==> src/rtl/mem_arb_pkg.sv <==
// Shared types and constants for the two-port memory arbiter.
// Holds the arbiter state encoding, the port indices and the reset value of the last-grant pointer.
package mem_arb_pkg;

    typedef enum logic [1:0] {
        ARB_IDLE = 2'd0,
        ARB_OWN0 = 2'd1,
        ARB_OWN1 = 2'd2
    } arb_state_e;

    localparam int CPU_PORT = 0;
    localparam int DBG_PORT = 1;

    // A last-grant value of 1 makes port 0 win the first tie after reset.
    localparam logic LAST_RST = 1'b1;

endpackage

==> src/rtl/mem_arbiter_rr_pick2.sv <==
// Combinational two-way pick with a one-hot grant output.
// On a tie, the port that was not granted last wins, or port 0 always wins when fixed_prio_i is set.
module rr_pick2 (
    input  logic [1:0] req_i,
    input  logic       last_i,
    input  logic       fixed_prio_i,
    output logic [1:0] gnt_o
);

    always_comb begin
        gnt_o = 2'b00;
        if (req_i == 2'b01) begin
            gnt_o = 2'b01;
        end else if (req_i == 2'b10) begin
            gnt_o = 2'b10;
        end else if (req_i == 2'b11) begin
            gnt_o = (fixed_prio_i || last_i) ? 2'b01 : 2'b10;
        end
    end

endmodule

==> src/rtl/mem_arbiter.sv <==
// Arbiter that lets the CPU (port 0) and the debug/loader master (port 1) share one single-port memory, with per-port lock.
// Define MEM_ARB_FIXED_PRIO_EN to make port 0 win every tie in IDLE; round-robin is used otherwise.
module mem_arbiter
    import mem_arb_pkg::*;
#(
    parameter int ADDR_WIDTH = 6,
    parameter int DATA_WIDTH = 16
) (
    input  logic                  clk,
    input  logic                  rst_n,
    input  logic [1:0]            req,
    input  logic [1:0]            lock,
    input  logic [1:0]            we,
    input  logic [ADDR_WIDTH-1:0] addr0,
    input  logic [ADDR_WIDTH-1:0] addr1,
    input  logic [DATA_WIDTH-1:0] wdata0,
    input  logic [DATA_WIDTH-1:0] wdata1,
    output logic [1:0]            gnt,
    output logic [1:0]            rvalid,
    output logic [DATA_WIDTH-1:0] rdata,
    output logic                  mem_we,
    output logic [ADDR_WIDTH-1:0] mem_addr,
    output logic [DATA_WIDTH-1:0] mem_data,
    input  logic [DATA_WIDTH-1:0] mem_out,
    output logic [1:0]            dbg_state_o
);

`ifdef MEM_ARB_FIXED_PRIO_EN
    localparam logic FIXED_PRIO = 1'b1;
`else
    localparam logic FIXED_PRIO = 1'b0;
`endif

    arb_state_e state_q, state_d;
    logic       last_q, last_d;
    logic [1:0] rvalid_q, rvalid_d;
    logic [1:0] pick_gnt;
    logic [1:0] gnt_c;

    rr_pick2 u_pick (
        .req_i        (req),
        .last_i       (last_q),
        .fixed_prio_i (FIXED_PRIO),
        .gnt_o        (pick_gnt)
    );

    // Handshake: port i presents req[i] with stable we/addr/wdata; an access is
    // performed in every cycle where gnt[i]=1, and a read returns rvalid[i] one cycle later.
    always_comb begin
        state_d = state_q;
        gnt_c   = 2'b00;
        unique case (state_q)
            ARB_IDLE: begin
                gnt_c = pick_gnt;
                if (gnt_c[CPU_PORT] && lock[CPU_PORT]) begin
                    state_d = ARB_OWN0;
                end else if (gnt_c[DBG_PORT] && lock[DBG_PORT]) begin
                    state_d = ARB_OWN1;
                end
            end
            ARB_OWN0: begin
                gnt_c = {1'b0, req[CPU_PORT]};
                if (!lock[CPU_PORT] || !req[CPU_PORT]) begin
                    state_d = ARB_IDLE;
                end
            end
            ARB_OWN1: begin
                gnt_c = {req[DBG_PORT], 1'b0};
                if (!lock[DBG_PORT] || !req[DBG_PORT]) begin
                    state_d = ARB_IDLE;
                end
            end
            default: state_d = ARB_IDLE;
        endcase

        // Nothing reaches the memory while reset is held.
        if (!rst_n) begin
            gnt_c = 2'b00;
        end

        last_d = last_q;
        if (gnt_c[CPU_PORT]) begin
            last_d = 1'b0;
        end else if (gnt_c[DBG_PORT]) begin
            last_d = 1'b1;
        end

        rvalid_d = gnt_c & ~we;

        mem_we   = 1'b0;
        mem_addr = '0;
        mem_data = '0;
        if (gnt_c[CPU_PORT]) begin
            mem_we   = we[CPU_PORT];
            mem_addr = addr0;
            mem_data = wdata0;
        end else if (gnt_c[DBG_PORT]) begin
            mem_we   = we[DBG_PORT];
            mem_addr = addr1;
            mem_data = wdata1;
        end
    end

    always_ff @(posedge clk) begin
        if (!rst_n) begin
            state_q  <= ARB_IDLE;
            last_q   <= LAST_RST;
            rvalid_q <= 2'b00;
        end else begin
            state_q  <= state_d;
            last_q   <= last_d;
            rvalid_q <= rvalid_d;
        end
    end

    assign gnt         = gnt_c;
    // Gating with rst_n drops a read that is still in flight as soon as reset is asserted.
    assign rvalid      = rvalid_q & {2{rst_n}};
    assign rdata       = mem_out;
    assign dbg_state_o = state_q;

endmodule

==> config.mk <==
export PLATFORM = sky130hd
export DESIGN_NAME = mem_arbiter
export DESIGN_NICKNAME = d
export VERILOG_FILES = /design/src/rtl/mem_arb_pkg.sv /design/src/rtl/mem_arbiter_rr_pick2.sv /design/src/rtl/mem_arbiter.sv
export SDC_FILE = /design/constraint.sdc
export NUM_CORES = 1
export LEC_CHECK = 0
export ABC_AREA = 0
export CORE_MARGIN = 2
export CORE_UTILIZATION = 34
export CTS_CLUSTER_DIAMETER = 200
export DETAILED_ROUTE_END_ITERATION = 10
export DONT_BUFFER_PORTS = 1
export PLACE_DENSITY_LB_ADDON = 0.25
export SYNTH_ARGS = -nofsm -noshare
export SYNTH_HDL_FRONTEND = slang
export SYNTH_HIERARCHICAL = 1
export SYNTH_SLANG_ARGS = --single-unit
==> constraint.sdc <==
create_clock -name clk -period 2.8 [get_ports clk]
set_input_delay 0.14 -clock clk [delete_from_list [all_inputs] [get_ports clk]]
set_output_delay 0.14 -clock clk [all_outputs]
set_load 0.03 [all_outputs]
Word level (Yosys, flattened, before mapping)
Cells that the tools add are included.
- divide/modulo/power cells: 0
- bitwise logic cells: 3
- multipliers: 0
- order comparisons: 0
- shift operators: 0
- equality and inequality tests: 8
- mux-type cells: 19
- reductions and logical operators: 11
- add/sub/neg operators: 0
- operators with widths (kind ; number):
    $mux 16 ; 2
    $mux 2 ; 9
    $mux 6 ; 2
    $pmux 2 s3 ; 2
    $eq 2x2->1 const B ; 3
    $and 2x2->2 ; 2
    $eq 2x1->1 const B ; 2
    $logic_not 1->1 ; 4
    $mux 1 ; 4
    $ne 2x2->1 const B ; 2
    $ne 3x3->1 const B ; 1
    $reduce_and 3->1 ; 1
    $logic_and 1x1->1 ; 2
    $logic_not 2->1 ; 1
    $logic_or 1x1->1 ; 2
    $not 2->2 ; 1
    $reduce_bool 2->1 ; 1
- memories: 0
- latch bits: 0
- register bits after elaboration: 5
- logic and storage cells: 44
- output and inout port bits: 45
- bits in writable memories: 0
- input bits: 68
- ROM bits: 0

Longest topological paths before layout
Gate-level depths: netlist of run 1.
- depth after elaboration: 8
- mapped depth: 6

Hierarchy
Netlist of run 1, hierarchy kept.
- modules (own cells, without submodules) (module ; times used ; cells an instance ; area each (um^2)):
    mem_arbiter ; 1 ; 125 ; 934.6
    rr_pick2 ; 1 ; 4 ; 22.5

Worst setup path after synthesis of run 1
No wires, ideal clock.
- kind: flip-flop to output port
- start point: register state_q[0] (netlist: dbg_state_o[0])
- end point: output port mem_we
- path buffers: 0
- setup slack: 0.731 ns
- stages on the path, launching flop included: 4
- data arrival time: 1.929 ns
- cell sequence: dfxtp_1 -> mux2i_2 -> nor3b_2 -> mux2i_1
- elaborated cells between the ends (all ways): 7
- those cells by class: 2 x eq/ne; 4 x mux; 1 x reduce/logical
- RTL lines (item ; line ; source):
    start, declared ; mem_arbiter.sv:34 ; arb_state_e state_q, state_d;
    start signal, assigned ; mem_arbiter.sv:110 ; state_q <= state_d;
    $eq 2x2->1, or another cell as far along ; mem_arbiter.sv:52 ; unique case (state_q)
    $pmux 2 s3 * ; mem_arbiter.sv:52 ;
    $mux 2 * ; mem_arbiter.sv:77 ; if (!rst_n) begin
    net gnt[0] ; mem_arbiter.sv:18 ; output logic [1:0] gnt,
    $mux 1 * ; mem_arbiter.sv:93 ; if (gnt_c[CPU_PORT]) begin
    end, declared ; mem_arbiter.sv:21 ; output logic mem_we,
The timed path passes the listed nets; every way through them passes the cells marked *.

Final worst setup path of run 1
- start point: register state_q[0] (netlist: dbg_state_o[0])
- end point: output port mem_addr[5]
- word-level cells in the longest chain between the ends: 5
- elaborated cells between the ends (all ways): 7
- those cells by class: 2 x eq/ne; 4 x mux; 1 x reduce/logical
- ends and longest elaborated chain (item ; line ; source):
    $eq 2x2->1, or another cell as far along ; mem_arbiter.sv:52 ;
    $pmux 2 s3 * ; mem_arbiter.sv:52 ;
    $mux 2 * ; mem_arbiter.sv:77 ;
    $mux 6 ; mem_arbiter.sv:97 ; end else if (gnt_c[DBG_PORT]) begin
    $mux 6 * ; mem_arbiter.sv:93 ;
    end, declared ; mem_arbiter.sv:22 ; output logic [ADDR_WIDTH-1:0] mem_addr,
Every way passes the cells marked *; elsewhere a longest branch is shown, timed or not.

==> results of run 1 <==
==> layout make-up <==
| cell class | count | share of cell area [%] |
|---|---|---|
| Timing Repair Buffer | 9 | 8.22 |
| Inverter | 2 | 0.850 |
| Multi-Input combinational cell | 92 | 72.2 |
| Clock buffer | 4 | 2.97 |
| Sequential cell | 5 | 11.3 |
| Tap cell | 31 | 4.39 |
==> per-stage QoR <==
step	cells	power [uW]	utilization, %	setup WS [ps]	cell area (sq um)
6_report	143	333	32.6	720	883
5_1_grt	143	356	32.6	547	883
4_1_cts	143	339	32.6	693	883
3_5_place_dp	137	248	30.9	976	837
3_3_place_gp	137	246	30.9	1020	837
2_1_floorplan	130	285	-	731	961
==> report_power, final <==
part	switching, uW	internal, uW
clock network	31.8	54.0
registers	6.57	75.6
logic	122	43.5
==> state kept, by name (all words and copies together), names as in the netlist <==
signal / count
last_q: 1
rvalid_q: 2
dbg_state_o: 2
==> logic make-up (layout without fill, tap and decap cells) <==
group	after synthesis	after routing	synth area share [%]
AND/OR/NAND/NOR	39	39	19.6
other	1	2	0.392
multiplexers	3	3	4.05
AO/OA/AOI/OAI	48	48	42.0
flip-flops	5	5	10.5
buffers and inverters	33	15	23.5
==> Yosys cell counts, drive strengths merged <==
library cell | instances | area (sq um)
nand2 | 25 | 93.8
dfxtp | 5 | 100
nor2 | 1 | 3.75
clkbuf | 4 | 15.0
nand3b | 1 | 7.51
nor2b | 2 | 12.5
a21boi | 1 | 7.51
a21oi | 1 | 5.00
or2 | 1 | 8.76
nand3 | 1 | 5.00
o21ai | 23 | 190
buf | 27 | 203
mux2i | 2 | 23.8
and2 | 6 | 37.5
a31oi | 1 | 6.26
nor3b | 1 | 12.5
o2111ai | 22 | 193
inv | 2 | 7.51
nand2b | 1 | 6.26
conb | 1 | 3.75
mux2 | 1 | 15.0
==> cells in the final DEF, fill, tap and decap left out, types with 3 or more instances in the layout <==
cell type,Yosys,routed
o21ai_2,20,20
nand2_1,25,25
o2111ai_1,22,22
buf_4,17,7
and2_1,6,6
clkbuf_4,0,3
dfxtp_1,5,5
==> what timing repair did <==
item	in CTS	in global routing
setup buffers	0	0
hold buffers	2	0
hold endpoints to repair	2	0
==> worst paths after layout <==
check                           slack (ps)  depth (start not counted)                           to                        start
worst max-delay path                   720                          4                  mem_addr[5]  dbg_state_o[0]$_SDFFE_PN0P_
worst min-delay path                    20                          1  dbg_state_o[0]$_SDFFE_PN0P_                      lock[0]
worst max register to register        1030                          3       rvalid_q[1]$_SDFF_PN0_  dbg_state_o[1]$_SDFFE_PN0P_
worst min register to register         480                          2          last_q$_SDFFE_PN1P_          last_q$_SDFFE_PN1P_
==> routing by layer <==
metal | up-vias | track usage, % | share of wire [%]
li1 | 426 | - | -
met4 | 0 | 5.65 | 0.21
met3 | 2 | 3.63 | 11
met2 | 55 | 24.5 | 50
met5 | - | 0 | 0
met1 | 374 | 15.9 | 38
==> metrics.md, run 1 <==
| Metric | Value |
|---|---|
| First-pass GRT wire length | approximately 3700 um |
| First DRT Iteration DRCs | 19 |
| Post-route minimum period | 2080 ps |
| Setup TNS | 0 ps |
| Hpwl dp | between 1500 and 2000 um |
| Syn_area_per_cell | ~7.4 sq um |
| Die area | about 3300 sq um |
| Max Slew Vio Count | 0 |
| Final Hold Fails | 0 |
| GRT Total Usage | between 10 and 15% |
| IO Port Bufs | 0 |
| Post-Syn Area | about 960 sq um |
| Number of antenna-violating nets in the routed design | 0 |
| Sequential share of the synthesized area | between 10% and 20% |
| Worst path cell trace | mux2i_2, or2_4, o21ai_0, buf_4 |
| Vias in the first global route | between 800 and 900 |
| Min-delay worst type | in2reg |
| Crit path arrival time | roughly 1900 ps |
| Tcrit/Tclk final | between 70 and 80% |
| Initial Util | about a third |
| Maxcap violations | 0 |
| RSZ-0062 raised after global routing | no |
| Area of the multi-input gates | 638 sq um |
| Routed wire per std cell | around 17 um |
| Critical path buffers and inverters | 1 |
| FMAX | between 400 and 500 MHz |
| DRC | 0 |
| Fraction of layout cells with a size suffix above 1 | between 30% and 40% |
| Antenna fix cells | 0 |
| Gr ovfl total | 0 |
| Slew HR | approximately three fifths |
| Slew at the pin with the worst max-slew slack | between 600 and 700 ps |
| Max clock buf depth | 2 |
| Clock Pin Slew Worst Setup and Hold Paths | about 50 ps |
| Pwr dens | 377 nW/um^2 |
| Final hold slack | 19.2 ps |
| # setup viols final | 0 |
| Floorplan row count | 19 |
| CP Capture Type | output port |
| Netlist cell types | 26 |
| Num Clock Sinks | 5 |
| CP delay by family, top | flip-flops |
| CTS resizes | 0 |
| FILL cells | between 300 and 400 |
| Worst setup path class | reg2out |
| Largest net degree at the start of global routing | 28 |
| Die X | ~57 um |
| Vias/cell | 5.99 |
| Worst EP required | 2660 ps |
| First-pass DRT Iterations | 4 |
| Critical-path maximum fanout | 22 |
| Reg area | 100 sq um |
| Synth warn | 6 |
| Top Ports | approximately 110 |
| RePlAce Congestion | 0.748 |
| #FFs+latches synth | 5 |
| Initial antenna violation count | 0 |
| LEAKAGE | 0.000311 uW |
| Nets@finish | 181 |
| CTS tree | built |
| Worst setup SP type | flip-flop |
| Worst-skew pair later-pin latency | about 250 ps |
| Layout Skew | about 5.9 ps |
| Layout area overhead | -7.71% |
| CTS Buf Count | 3 |
| DR vias | around 860 |
| Number of H-tree levels | 1 |
| Post-synthesis cell count | 129 |
| Chip height | around 57 um |
| Critical path's slowest cell | dfxtp_1 |
| Routed wire length | about 2400 um |
| Root Buffer Master | clkbuf_4 |
| Status | finished clean |
| Area of the core | 2710 sq um |
| Largest vdd supply drop | 0.184 mV |
| Max incr delay on CP | around 580 ps |
No activity file was read; power rests on OpenSTA's default activity.
==> run 2: changes to the inputs <==
==> constraint.sdc (replaced) <==
create_clock -name clk -period 1.9 [get_ports clk]
set_input_delay 0.095 -clock clk [delete_from_list [all_inputs] [get_ports clk]]
set_output_delay 0.095 -clock clk [all_outputs]
set_load 0.03 [all_outputs]
==> metrics.md, run 2 (same netlist as run 1, synthesis figures left out) <==
| Metric | Value |
|---|---|
| Status | finished clean (unchanged) |
| Layout Skew | 5.06 ps (was 5.94 ps) |
| First DRT Iteration DRCs | 41 (was 19) |
| Die X | 57.1 um (unchanged) |
| Area of the core | 2710 sq um (unchanged) |
| DRC | 0 (unchanged) |
| Number of antenna-violating nets in the routed design | 0 (unchanged) |
| Most common cell after layout, fill and taps aside | nand2_1 (unchanged) |
| Antenna fix cells | 0 (unchanged) |
| IO Port Bufs | 0 (unchanged) |
| Tcrit/Tclk final | 92.5% |
| Sw Pwr | 261 uW (was 160 uW) |
| Critical-path maximum fanout | 5 (was 22) |
| Num Clock Sinks | 5 (unchanged) |
| Max Slew Vio Count | 0 (unchanged) |
| # setup viols final | 0 (unchanged) |
| Number of H-tree levels | 1 (unchanged) |
| Max clock buf depth | 2 (unchanged) |
| Worst setup path class | reg2out (unchanged) |
| Internal power | 289 uW (was 173 uW) |
| Worst-skew pair later-pin latency | 240 ps (was 250 ps) |
| Clock Pin Slew Worst Setup and Hold Paths | 50 ps (about the same) |
| Gr ovfl total | 0 (unchanged) |
| Sw Ratio | 47.4% (was 48.0%) |
| Worst setup SP type | flip-flop (unchanged) |
| Initial Util | 35.3% (unchanged) |
| DR vias | 943 (was 857) |
| Vias/cell | 6.08 (was 5.99) |
| First-pass DRT Iterations | 4 (unchanged) |
| Maxcap violations | 0 (unchanged) |
| Min-delay worst type | in2reg (unchanged) |
| CTS Buf Count | 3 (unchanged) |
| R2r setup slk | 270 ps (was 1030 ps) |
| Layout area overhead | 14.1% (was -7.71%) |
| Routed wire length | 2850 um (was 2370 um) |
| Floorplan row count | 19 (unchanged) |
| Tot Pwr | 550 uW (was 333 uW) |
| Crit path arrival time | 1660 ps (was 1940 ps) |
| Final Hold Fails | 0 (unchanged) |
| Clk pwr share | 22.4% (was 25.7%) |
| Worst EP required | 1800 ps (was 2660 ps) |
| CP Capture Type | output port (unchanged) |
| Routed wire per std cell | 18.4 um (was 16.6 um) |
| Die area | 3260 sq um (unchanged) |
| FILL cells | 283 (was 323) |
| Post-route minimum period | between 1500 and 2000 ps |
| Hpwl dp | 1930 um (was 1870 um) |
| Flop pwr share | 21.3% (was 24.7%) |
| Setup TNS | 0 ps (unchanged) |
| RSZ-0062 raised after global routing | no (unchanged) |
| LEAKAGE | 0.000385 uW (was 0.000311 uW) |
| RePlAce Congestion | 0.750 (was 0.748) |
| Chip height | 57.1 um (unchanged) |
| Most frequent cells in the layout | 25 x nand2_1, 22 x o2111ai_1, 14 x buf_4 (was 25 x nand2_1, 22 x o2111ai_1, 20 x o21ai_2) |
| Pwr dens | 504 nW/um^2 (was 377 nW/um^2) |
| Top Ports | 113 (unchanged) |
| Comb pwr share | 56.3% (was 49.6%) |
| First-pass GRT wire length | 4420 um (was 3690 um) |
| Largest net degree at the start of global routing | 28 (unchanged) |
| Initial antenna violation count | 0 (unchanged) |
| CTS tree | built (unchanged) |
| GRT Total Usage | 17.2% (was 13.9%) |
| Nets@finish | 193 (was 181) |
| Vias in the first global route | 927 (was 827) |
| Largest vdd supply drop | 0.375 mV (was 0.184 mV) |
| Root Buffer Master | clkbuf_4 (unchanged) |
| FMAX | 569 MHz |
| Fraction of layout cells with a size suffix above 1 | 37.9% (was 31.3%) |
run 2: cell count changes in the layout (fill, tap and decap cells not counted), sizes merged:
cell	previous run	this run
buf	7	15
dlygate4sd3	2	5
or2	1	2
run 2: final cells by class:
type | instances | area [sq um] | area share, %
Inverter | 2 | 7.51 | 0.687
Sequential cell | 5 | 101 | 9.28
Clock buffer | 4 | 26.3 | 2.41
Multi-Input combinational cell | 93 | 752 | 68.8
Timing Repair Buffer | 20 | 166 | 15.2
Tap cell | 31 | 38.8 | 3.55
run 2: path summary, 6_finish.rpt:
kind | startpoint | end | depth (start not counted)
min reg2reg | last_q$_SDFFE_PN1P_ | last_q$_SDFFE_PN1P_ | 2
min | we[0] | rvalid_q[0]$_SDFF_PN0_ | 2
max reg2reg | dbg_state_o[0]$_SDFFE_PN0P_ | dbg_state_o[1]$_SDFFE_PN0P_ | 6
max | last_q$_SDFFE_PN1P_ | mem_we | 7
run 2: power groups by stage:
stage	Sequential (uW)	Clock, uW	Combinational, uW
2_1_floorplan	120	0	304
3_3_place_gp	118	0	258
3_5_place_dp	118	0	262
4_1_cts	117	127	309
5_1_grt	119	133	331
6_report	117	123	310
run 2: critical path: stages, from the launching register on:
cell      delay, ps
dfxtp_2         330
nor2_1           50
a21boi_2        190
mux2i_4         110
buf_4           150
nor3b_4         200
mux2i_2         240
buf_6           150
run 2: per-stage QoR:
| stage | cell area [sq um] | util (%) | hold WS [ps] | std cells | setup WS [ps] |
|---|---|---|---|---|---|
| detailed placement | 892 | 32.9 | 170 | 143 | -62.2 |
| global route | 1090 | 40.3 | 78.3 | 155 | 14.2 |
| CTS | 1090 | 40.1 | 58.2 | 155 | 65.2 |
| finish | 1090 | 40.3 | 58.7 | 155 | 143 |
| global placement | 892 | 32.9 | 169 | 143 | -8.20 |
| floorplan | 971 | - | 167 | 130 | 113 |
run 2: repair_timing:
action                                  CTS  global route
setup buffers                             2             0
resized for setup                        14             2
endpoints found under the hold margin     4             0
hold buffers                              5             0
gates cloned                              1             0
pin swaps                                 1             1
endpoints found under the setup margin   22             2
run 2: layer usage:
layer | GRT usage, % | wire (um)
met1 | 19.6 | 1020
met2 | 30.0 | 1550
met3 | 6.58 | 235
met4 | 4.32 | 46
met5 | 0 | 0
==> run 3: changes to the inputs <==
==> constraint.sdc (replaced) <==
create_clock -name clk -period 1.61 [get_ports clk]
set_input_delay 0.0805 -clock clk [delete_from_list [all_inputs] [get_ports clk]]
set_output_delay 0.0805 -clock clk [all_outputs]
set_load 0.03 [all_outputs]
==> metrics.md, run 3 (same netlist as run 1, synthesis figures left out) <==
| Metric | Value |
|---|---|
| Status | finished with violations (was finished clean) |
| Failing checks | setup timing |
| R2r setup slk | 280 ps (was 270 ps) |
| Fin cells | 183 (was 155) |
| Worst-skew pair later-pin latency | 250 ps (was 240 ps) |
| Root Buffer Master | clkbuf_4 (unchanged) |
| Met2 WL | 1920 um (was 1550 um) |
| Most frequent cells in the layout | 26 x buf_6, 25 x nand2_1, 21 x o21ai_2 (was 25 x nand2_1, 22 x o2111ai_1, 14 x buf_4) |
| Post-route minimum period | 1730 ps |
| Dpl cells | 165 (was 143) |
| Antenna fix cells | 0 (unchanged) |
| Vias/cell | 5.97 (was 6.08) |
| Tcrit/Tclk final | 107% |
| Worst setup path class | reg2out (unchanged) |
| Largest vdd supply drop | 0.394 mV (was 0.375 mV) |
| GRT Total Usage | 21.2% (was 17.2%) |
| Die area | 3260 sq um (unchanged) |
| Most common cell after layout, fill and taps aside | buf_6 (was nand2_1) |
| Layout area overhead | 56.2% (was 14.1%) |
| RePlAce Congestion | 0.777 (was 0.750) |
| Num Clock Sinks | 5 (unchanged) |
| # setup viols final | 24 (was 0) |
| Pwr dens | 530 nW/um^2 (was 504 nW/um^2) |
| Final Hold Fails | 0 (unchanged) |
| Vias in the first global route | 1,127 (was 927) |
| Post-route setup slack | -119 ps (was 143 ps) |
| LEAKAGE | 0.000561 uW (was 0.000385 uW) |
| FMAX | 578 MHz |
| Fraction of layout cells with a size suffix above 1 | 63.8% (was 37.9%) |
| Worst EP required | 1530 ps (was 1800 ps) |
| Clock Pin Slew Worst Setup and Hold Paths | 50 ps (about the same) |
| Max layer used | met4 (unchanged) |
| Area of the core | 2710 sq um (unchanged) |
| First-pass GRT wire length | 5480 um (was 4420 um) |
| Met1 wire length | 1360 um (was 1020 um) |
| IO Port Bufs | 0 (unchanged) |
| Crit path arrival time | 1650 ps (was 1660 ps) |
| CTS tree | built (unchanged) |
| Tot Pwr | 792 uW (was 550 uW) |
| CP Capture Type | output port (unchanged) |
| Chip height | 57.1 um (unchanged) |
| Final Util | 55.2% (was 40.3%) |
| Initial antenna violation count | 0 (unchanged) |
| Max clock buf depth | 2 (unchanged) |
| Min-delay worst type | in2reg (unchanged) |
| Routed wire per std cell | 19.2 um (was 18.4 um) |
| RSZ-0062 raised after global routing | yes (was no) |
| DRC | 0 (unchanged) |
| Initial Util | 35.3% (unchanged) |
| Floorplan row count | 19 (unchanged) |
| Nets@finish | 221 (was 193) |
| CTS Buf Count | 3 (unchanged) |
| DR vias | 1,093 (was 943) |
| Largest net degree at the start of global routing | 28 (unchanged) |
| Worst setup SP type | flip-flop (unchanged) |
| Layout Skew | 8.31 ps (was 5.06 ps) |
| First DRT Iteration DRCs | 14 (was 41) |
| Routed wire length | 3510 um (was 2850 um) |
| Met3 WL | 222 um (was 235 um) |
| First-pass DRT Iterations | 4 (unchanged) |
| Critical-path maximum fanout | 4 (was 5) |
| Hpwl dp | 2040 um (was 1930 um) |
| Number of antenna-violating nets in the routed design | 0 (unchanged) |
| Top Ports | 113 (unchanged) |
| Max Slew Vio Count | 0 (unchanged) |
| Maxcap violations | 0 (unchanged) |
| Gr ovfl total | 0 (unchanged) |
| Die X | 57.1 um (unchanged) |
| Number of H-tree levels | 1 (unchanged) |
[run 3: layout make-up]
| type | count | area [sq um] |
|---|---|---|
| flip-flops and latches | 5 | 104 |
| repair buffers | 42 | 425 |
| multi-input cells | 99 | 893 |
| clock buffers | 4 | 26.3 |
| inverters | 2 | 7.51 |
| well taps | 31 | 38.8 |
| fillers | 271 | 1210 |
[run 3: power breakdown]
part           internal (uW)  switching, uW
Clock                   93.9           54.1
Sequential               133           9.49
Combinational            211            290
[run 3: path summary, 6_finish.rpt]
check	cells past startpoint	from	endpoint
worst max-delay path	6	last_q$_SDFFE_PN1P_	mem_we
worst min-delay path	3	lock[0]	dbg_state_o[1]$_SDFFE_PN0P_
worst max register to register	5	last_q$_SDFFE_PN1P_	rvalid_q[1]$_SDFF_PN0_
worst min register to register	2	last_q$_SDFFE_PN1P_	last_q$_SDFFE_PN1P_
[run 3: metal layers]
| layer | track usage [%] | vias up |
|---|---|---|
| met4 | 6.31 | 0 |
| met5 | 0 | - |
| met2 | 38.6 | 47 |
| met1 | 25.8 | 524 |
| met3 | 2.72 | 4 |
| li1 | - | 518 |
[run 3: critical path, stage by stage (launching register included)]
cell      delay (ps)
dfxtp_2          350
nor2_4            40
a21boi_4         220
mux2i_4          130
nor3b_4          220
mux2i_2          270
buf_6            160
[run 3: timing repair]
item | 4_1_cts | 5_1_grt
buffers inserted | 1 | 0
resized for setup | 52 | 12
setup endpoints to repair | 25 | 25
hold buffers | 5 | 0
endpoints found under the hold margin | 4 | 0
cloned | 9 | 0
pin swaps | 14 | 4
[run 3: per-stage QoR]
stage | TNS, ps | instance area [sq um] | hold WS, ps | setup WS [ps]
after floorplan | -475 | 971 | 152 | -162
after global placement | -0.280 | 1060 | 155 | -0.280
after detailed placement | -115 | 1060 | 157 | -57.9
after CTS | -1690 | 1430 | 30.5 | -101
after global routing | -3410 | 1500 | 44.4 | -183
final | -1690 | 1500 | 35.0 | -119
